### src/rtl/pwm_multi.sv
// Multi-channel PWM sharing one free-running period counter; per-channel target/active speed codes.
// Active codes update only at period boundaries (jump or one-code soft ramp); pwm is registered, one cycle behind the counter.
module pwm_multi #(
  parameter int NUM_CH  = 2,
  parameter int SPEED_W = 5,
  parameter int CNT_W   = 19,
  parameter int STEP    = 15625,
  parameter int RAMP_EN = 1
) (
  input  logic                        CLK100MHZ,
  input  logic                        reset_n,
  input  logic                        enable,
  input  logic [NUM_CH-1:0]           speed_vld,
  input  logic [NUM_CH*SPEED_W-1:0]   speed,
  output logic [NUM_CH-1:0]           pwm,
  output logic                        period_tick,
  output logic [NUM_CH-1:0]           busy
);

  localparam logic [CNT_W-1:0]   CNT_MAX  = '1;
  localparam logic [SPEED_W-1:0] CODE_MAX = '1;
  localparam logic [CNT_W:0]     FULL_W   = {1'b1, {CNT_W{1'b0}}};
  localparam logic [CNT_W:0]     STEP_W   = (CNT_W+1)'(STEP);

  generate
    if ((STEP * (2**SPEED_W - 2) >= 2**CNT_W) || (NUM_CH < 1)) begin : g_param_check
      $error("pwm_multi: STEP*(2^SPEED_W-2) must be below 2^CNT_W and NUM_CH must be >= 1");
    end
  endgenerate

  logic [CNT_W-1:0]   cnt_q, cnt_d;
  logic               tick_q, tick_d;
  logic [NUM_CH-1:0]  pwm_q, pwm_d;
  logic [SPEED_W-1:0] tgt_q [NUM_CH];
  logic [SPEED_W-1:0] tgt_d [NUM_CH];
  logic [SPEED_W-1:0] act_q [NUM_CH];
  logic [SPEED_W-1:0] act_d [NUM_CH];
  logic [CNT_W:0]     width [NUM_CH];
  logic               boundary;

  always_comb begin
    boundary = enable && (cnt_q == CNT_MAX);
    cnt_d    = enable ? cnt_q + CNT_W'(1) : '0;
    tick_d   = boundary;
  end

  always_comb begin
    for (int i = 0; i < NUM_CH; i++) begin
      tgt_d[i] = speed_vld[i] ? speed[i*SPEED_W +: SPEED_W] : tgt_q[i];
      // Boundary step reads tgt_q, so a strobe on the boundary edge waits one period.
      act_d[i] = act_q[i];
      if (boundary) begin
        if (RAMP_EN == 0)             act_d[i] = tgt_q[i];
        else if (act_q[i] < tgt_q[i]) act_d[i] = act_q[i] + SPEED_W'(1);
        else if (act_q[i] > tgt_q[i]) act_d[i] = act_q[i] - SPEED_W'(1);
      end
      // Max code maps to 2^CNT_W so the compare below is always true.
      if (act_q[i] == CODE_MAX) width[i] = FULL_W;
      else                      width[i] = (CNT_W+1)'(act_q[i]) * STEP_W;
      pwm_d[i] = enable && ({1'b0, cnt_q} < width[i]);
      busy[i]  = (act_q[i] != tgt_q[i]);
    end
  end

  always_ff @(posedge CLK100MHZ or negedge reset_n) begin
    if (!reset_n) begin
      cnt_q  <= '0;
      tick_q <= 1'b0;
      pwm_q  <= '0;
      for (int i = 0; i < NUM_CH; i++) begin
        tgt_q[i] <= '0;
        act_q[i] <= '0;
      end
    end else begin
      cnt_q  <= cnt_d;
      tick_q <= tick_d;
      pwm_q  <= pwm_d;
      for (int i = 0; i < NUM_CH; i++) begin
        tgt_q[i] <= tgt_d[i];
        act_q[i] <= act_d[i];
      end
    end
  end

  assign pwm         = pwm_q;
  assign period_tick = tick_q;

endmodule

### config.mk
export PLATFORM = sky130hd
export DESIGN_NAME = pwm_multi
export DESIGN_NICKNAME = d
export VERILOG_FILES = /design/src/rtl/pwm_multi.sv
export SDC_FILE = /design/constraint.sdc
export NUM_CORES = 1
export LEC_CHECK = 0
export ABC_CLOCK_PERIOD_IN_PS = 4500
export CAP_MARGIN = 15
export CORE_ASPECT_RATIO = 0.6
export CORE_MARGIN = 1
export CORE_UTILIZATION = 30
export DETAILED_ROUTE_END_ITERATION = 8
export DONT_BUFFER_PORTS = 1
export HOLD_SLACK_MARGIN = 0.12
export SYNTH_ARGS = -nofsm -noshare
export SYNTH_HDL_FRONTEND = slang
export SYNTH_SLANG_ARGS = --single-unit
### constraint.sdc
create_clock -name CLK100MHZ -period 4.5 [get_ports CLK100MHZ]
set_input_delay 0 -clock CLK100MHZ [delete_from_list [all_inputs] [get_ports CLK100MHZ]]
set_output_delay 0 -clock CLK100MHZ [all_outputs]
set_load 0.01 [all_outputs]
==> metrics.md <==
| Metric | Value |
|---|---|
| Status | `finished, violations left` |
| Failing checks | `DRC` |
| Post-DP HPWL | `slightly below 9 mm` |
| Die area | `approximately 17000 sq um` |
| Chip Height | `101 microns` |
| Synth cell count leaders | `107 x ha_1, 53 x nand2_1, 43 x inv_1` |
| Vias in the first global route | `between 3000 and 4000` |
| Buffers on Ports | `0` |
| Cell taking the most area after synthesis | `ha_1` |
| Maximum VDD drop | `158 uV` |
| Share of layout cells above drive strength 1 | `under 10%` |
| Antenna Nets Post-Route | `0` |
| Max Clock Freq | `236 MHz` |
| Total clock sinks | `42` |
| Top-count cell post-synth | `ha_1` |
| # IOs | `20` |
| Combinational share of power | `a little under 9%` |
| Final period util | `between 90% and 100%` |
| Minimum clock period | `approximately 4200 ps` |
| Pwr dens | `166 nW/um^2` |
| Initial Util | `31.1%` |
| Max_cap viols | `0` |
| Switching share of power | `24.4%` |
| Drt pass-1 iters | `6` |
| Setup crit start kind | `flip-flop` |
| Worst Path Required | `between 4000 and 5000 ps` |
| Largest cells by area after synthesis | `ha_1 28%, dfrtp_1 22%, fa_1 5.8%, nand2_1 4.1%, xnor2_1 3.8%` |
| Cell variety after synth | `53` |
| Root Driver | `clkbuf_16` |
| Core Region | `between 15000 and 20000 sq um` |
| Slew headroom | `between 50% and 60%` |
| CP Launch Point | `act_q[7]` |
| Number of synthesized flops with an enable pin | `0` |
| Fin Setup TNS | `0 ps` |
| Post_cts resized | `0` |
| Worst R2R Path Depth | `16` |
| Yosys warns | `0` |
| Clk_lat worst skew | `~300 ps` |
| Critical setup path kind | `reg2reg` |
| CP Capture Point | `pwm[0]` |
| CTS clk-pin slew, worst paths | `about 70 ps` |
| N_diodes | `0` |
| Routability cong. | `approximately 0.82` |
| Critical path buffers and inverters | `2` |
| Sequential share of the synthesized area | `21.7%` |
| DIE WIDTH | `~170 microns` |
| Critical Path AT | `~4400 ps` |
| Internal power | `686 uW` |
| Final hold violation count | `0` |
| P_sw | `around 220 uW` |
| Worst path slowest cell | `fa_1` |
| # setup viols final | `0` |
| Placed Area | `~5000 sq um` |
| Synth Register Bits | `42` |
| Largest fanout on the critical path | `6` |
| Layout Skew | `10.2 ps` |
| Yosys top cell area share | `between 20 and 30%` |
| Drc violations | `1` |
| Synthesized instance count | `541` |
| Total track usage | `between 10% and 20%` |
| Slew Viols, Final | `0` |
| RR Startpoint | `act_q[7]` |
| Post-detailed-route wirelength per cell | `about 14 microns` |
| Largest net degree at the start of global routing | `43` |
| Final Cell Area | `approximately 5500 sq um` |
| Vias/cell | `approximately 5.1` |
| Post-CTS setup buffers | `0` |
| Row count | `35` |
| First-pass GRT wire length | `approximately 18 mm` |
| CTS tree | `yes` |
| Initial DRC Count | `202` |
| Max stage delay on crit path | `slightly above 500 ps` |
| Most used cell, CP | `ha_1` |
| R2r setup slk | `around 270 ps` |
| Final Routed Wirelength | `around 11 mm` |
| Synthesized area per cell | `about 9 sq um` |
| Worst R2R End | `pwm[0]` |
| Gr ovfl total | `0` |
| Most used flip-flop cell after synthesis | `dfrtp_1` |
| Post-synth ARST share | `100%` |
| H-Tree Depth | `2` |
| CP endpoint kind | `flip-flop` |
| Unrepaired setup endpoints after global routing | `false` |
| Stages on worst setup path | `16` |
| Area grow syn2layout | `12.6%` |
| Vias post-DR | `3890` |
| Final nets | `699` |
| Hold/Removal Path Class | `in2async` |
| Pin slew with the least headroom to its limit | `about 680 ps` |
| Syn_nets | `slightly below 700` |
| Initial antenna violation count | `0` |
| Clk network pwr share | `a little under half` |
| Cell family with most CP delay | `adder cells` |
| CP Cell Sequence | `ha_1 > inv_1 > fa_1 > fa_1 > inv_1 > ha_1 > nand2_1 > or4_4 > nand2_2 > a31oi_1 > mux2_4 > ha_1 > nor2b_1 > o21ai_0 > o211ai_1 > a21oi_1` |
| Sequential cell fraction of total power | `43.6%` |
| Max clock buf depth | `2` |
| Synthesized area | `4850 sq um` |
| Leak pwr | `2.70 nW` |
| CTS buffer count | `5` |
==> per-stage QoR <==
step / setup slack [ps] / utilization [%] / hold WS (ps) / instances / total power, mW
detailed placement: 291 / 32.9 / -292 / 744 / 0.461
CTS: 245 / 35.0 / 203 / 767 / 0.919
finish: 267 / 35.0 / 177 / 767 / 0.908
floorplan: 551 / - / -296 / 541 / 0.449
global route: 64.0 / 35.0 / 231 / 767 / 0.942
global placement: 482 / 32.9 / -292 / 744 / 0.457
==> timing repair <==
action,CTS,global route
hold endpoints to repair,58,0
hold buffers,15,0
endpoints found under the setup margin,0,0
==> cells by family after synthesis <==
logic type	share of synthesized area, %
and+or+nand+nor	15.7
adders and majority gates	33.4
DFF	21.7
buffers and inverters	4.25
AOI/OAI and AO/OA	16.2
xor gates and xnor gates	7.22
muxes	1.60
==> worst min path at each step <==
stage                     startpoint        end  depth (start not counted)
after CTS                    reset_n  cnt_q[13]                          2
after global placement       reset_n     pwm[0]                          0
after floorplan              reset_n   act_q[0]                          0
after detailed placement     reset_n     pwm[0]                          0
final                        reset_n     pwm[0]                          2
after global routing         reset_n     pwm[0]                          2
==> worst reg2reg max path: stages, from the launching register on <==
cell and delay [ps]:
dfrtp_1 470, ha_1 320, inv_1 50, fa_1 470, fa_1 510, inv_1 40, ha_1 360, nand2_1 70
or4_4 430, nand2_2 90, a31oi_1 100, mux2_4 310, ha_1 280, nor2b_1 140, o21ai_0 180, o211ai_1 130
a21oi_1 180
==> state kept, by name (all words and copies together) (netlist names) <==
signal / cells
cnt_q: 19
act_q: 10
tgt_q: 10
pwm: 2
period_tick: 1
==> layout make-up <==
| cell class | count | area, sq um |
|---|---|---|
| fillers | 1576 | 10100 |
| multi-input cells | 446 | 3600 |
| flip-flops and latches | 42 | 1050 |
| well taps | 203 | 254 |
| repair buffers | 24 | 228 |
| inverters | 44 | 165 |
| clock buffers | 5 | 125 |
| clock inverters | 3 | 43.8 |
==> per-layer routing <==
metal / wire (microns) / vias up / track usage [%] / part of all wire (%)
met5: 0 / - / 0 / 0
met4: 39 / 0 / 2.30 / 0.36
met3: 355 / 4 / 2.43 / 3.2
met2: 4270 / 58 / 20.8 / 39
met1: 6270 / 1835 / 20.9 / 57
li1: - / 1993 / - / -
==> power by group through the flow <==
stage               clock network (mW)  registers (mW)  logic, mW
global placement                     0           0.403     0.0540
detailed placement                   0           0.403     0.0577
CTS                              0.441           0.396     0.0813
floorplan                            0           0.401     0.0480
global route                     0.454           0.398     0.0912
finish                           0.431           0.396     0.0808
==> placed cells by master (no fill, tap or decap), types with 7 or more instances in the layout <==
| cell | n |
|---|---|
| dlygate4sd3_1 | 14 |
| inv_1 | 43 |
| o211ai_1 | 7 |
| fa_1 | 14 |
| nand4_1 | 14 |
| xnor2_1 | 21 |
| xor2_1 | 19 |
| a21oi_1 | 35 |
| nor3_1 | 8 |
| buf_4 | 9 |
| nor2_1 | 38 |
| dfrtp_1 | 42 |
| nand3_1 | 12 |
| ha_1 | 107 |
| o21ai_0 | 32 |
| a21o_1 | 14 |
| nand2_1 | 53 |
No activity file was read; power rests on OpenSTA's default activity.
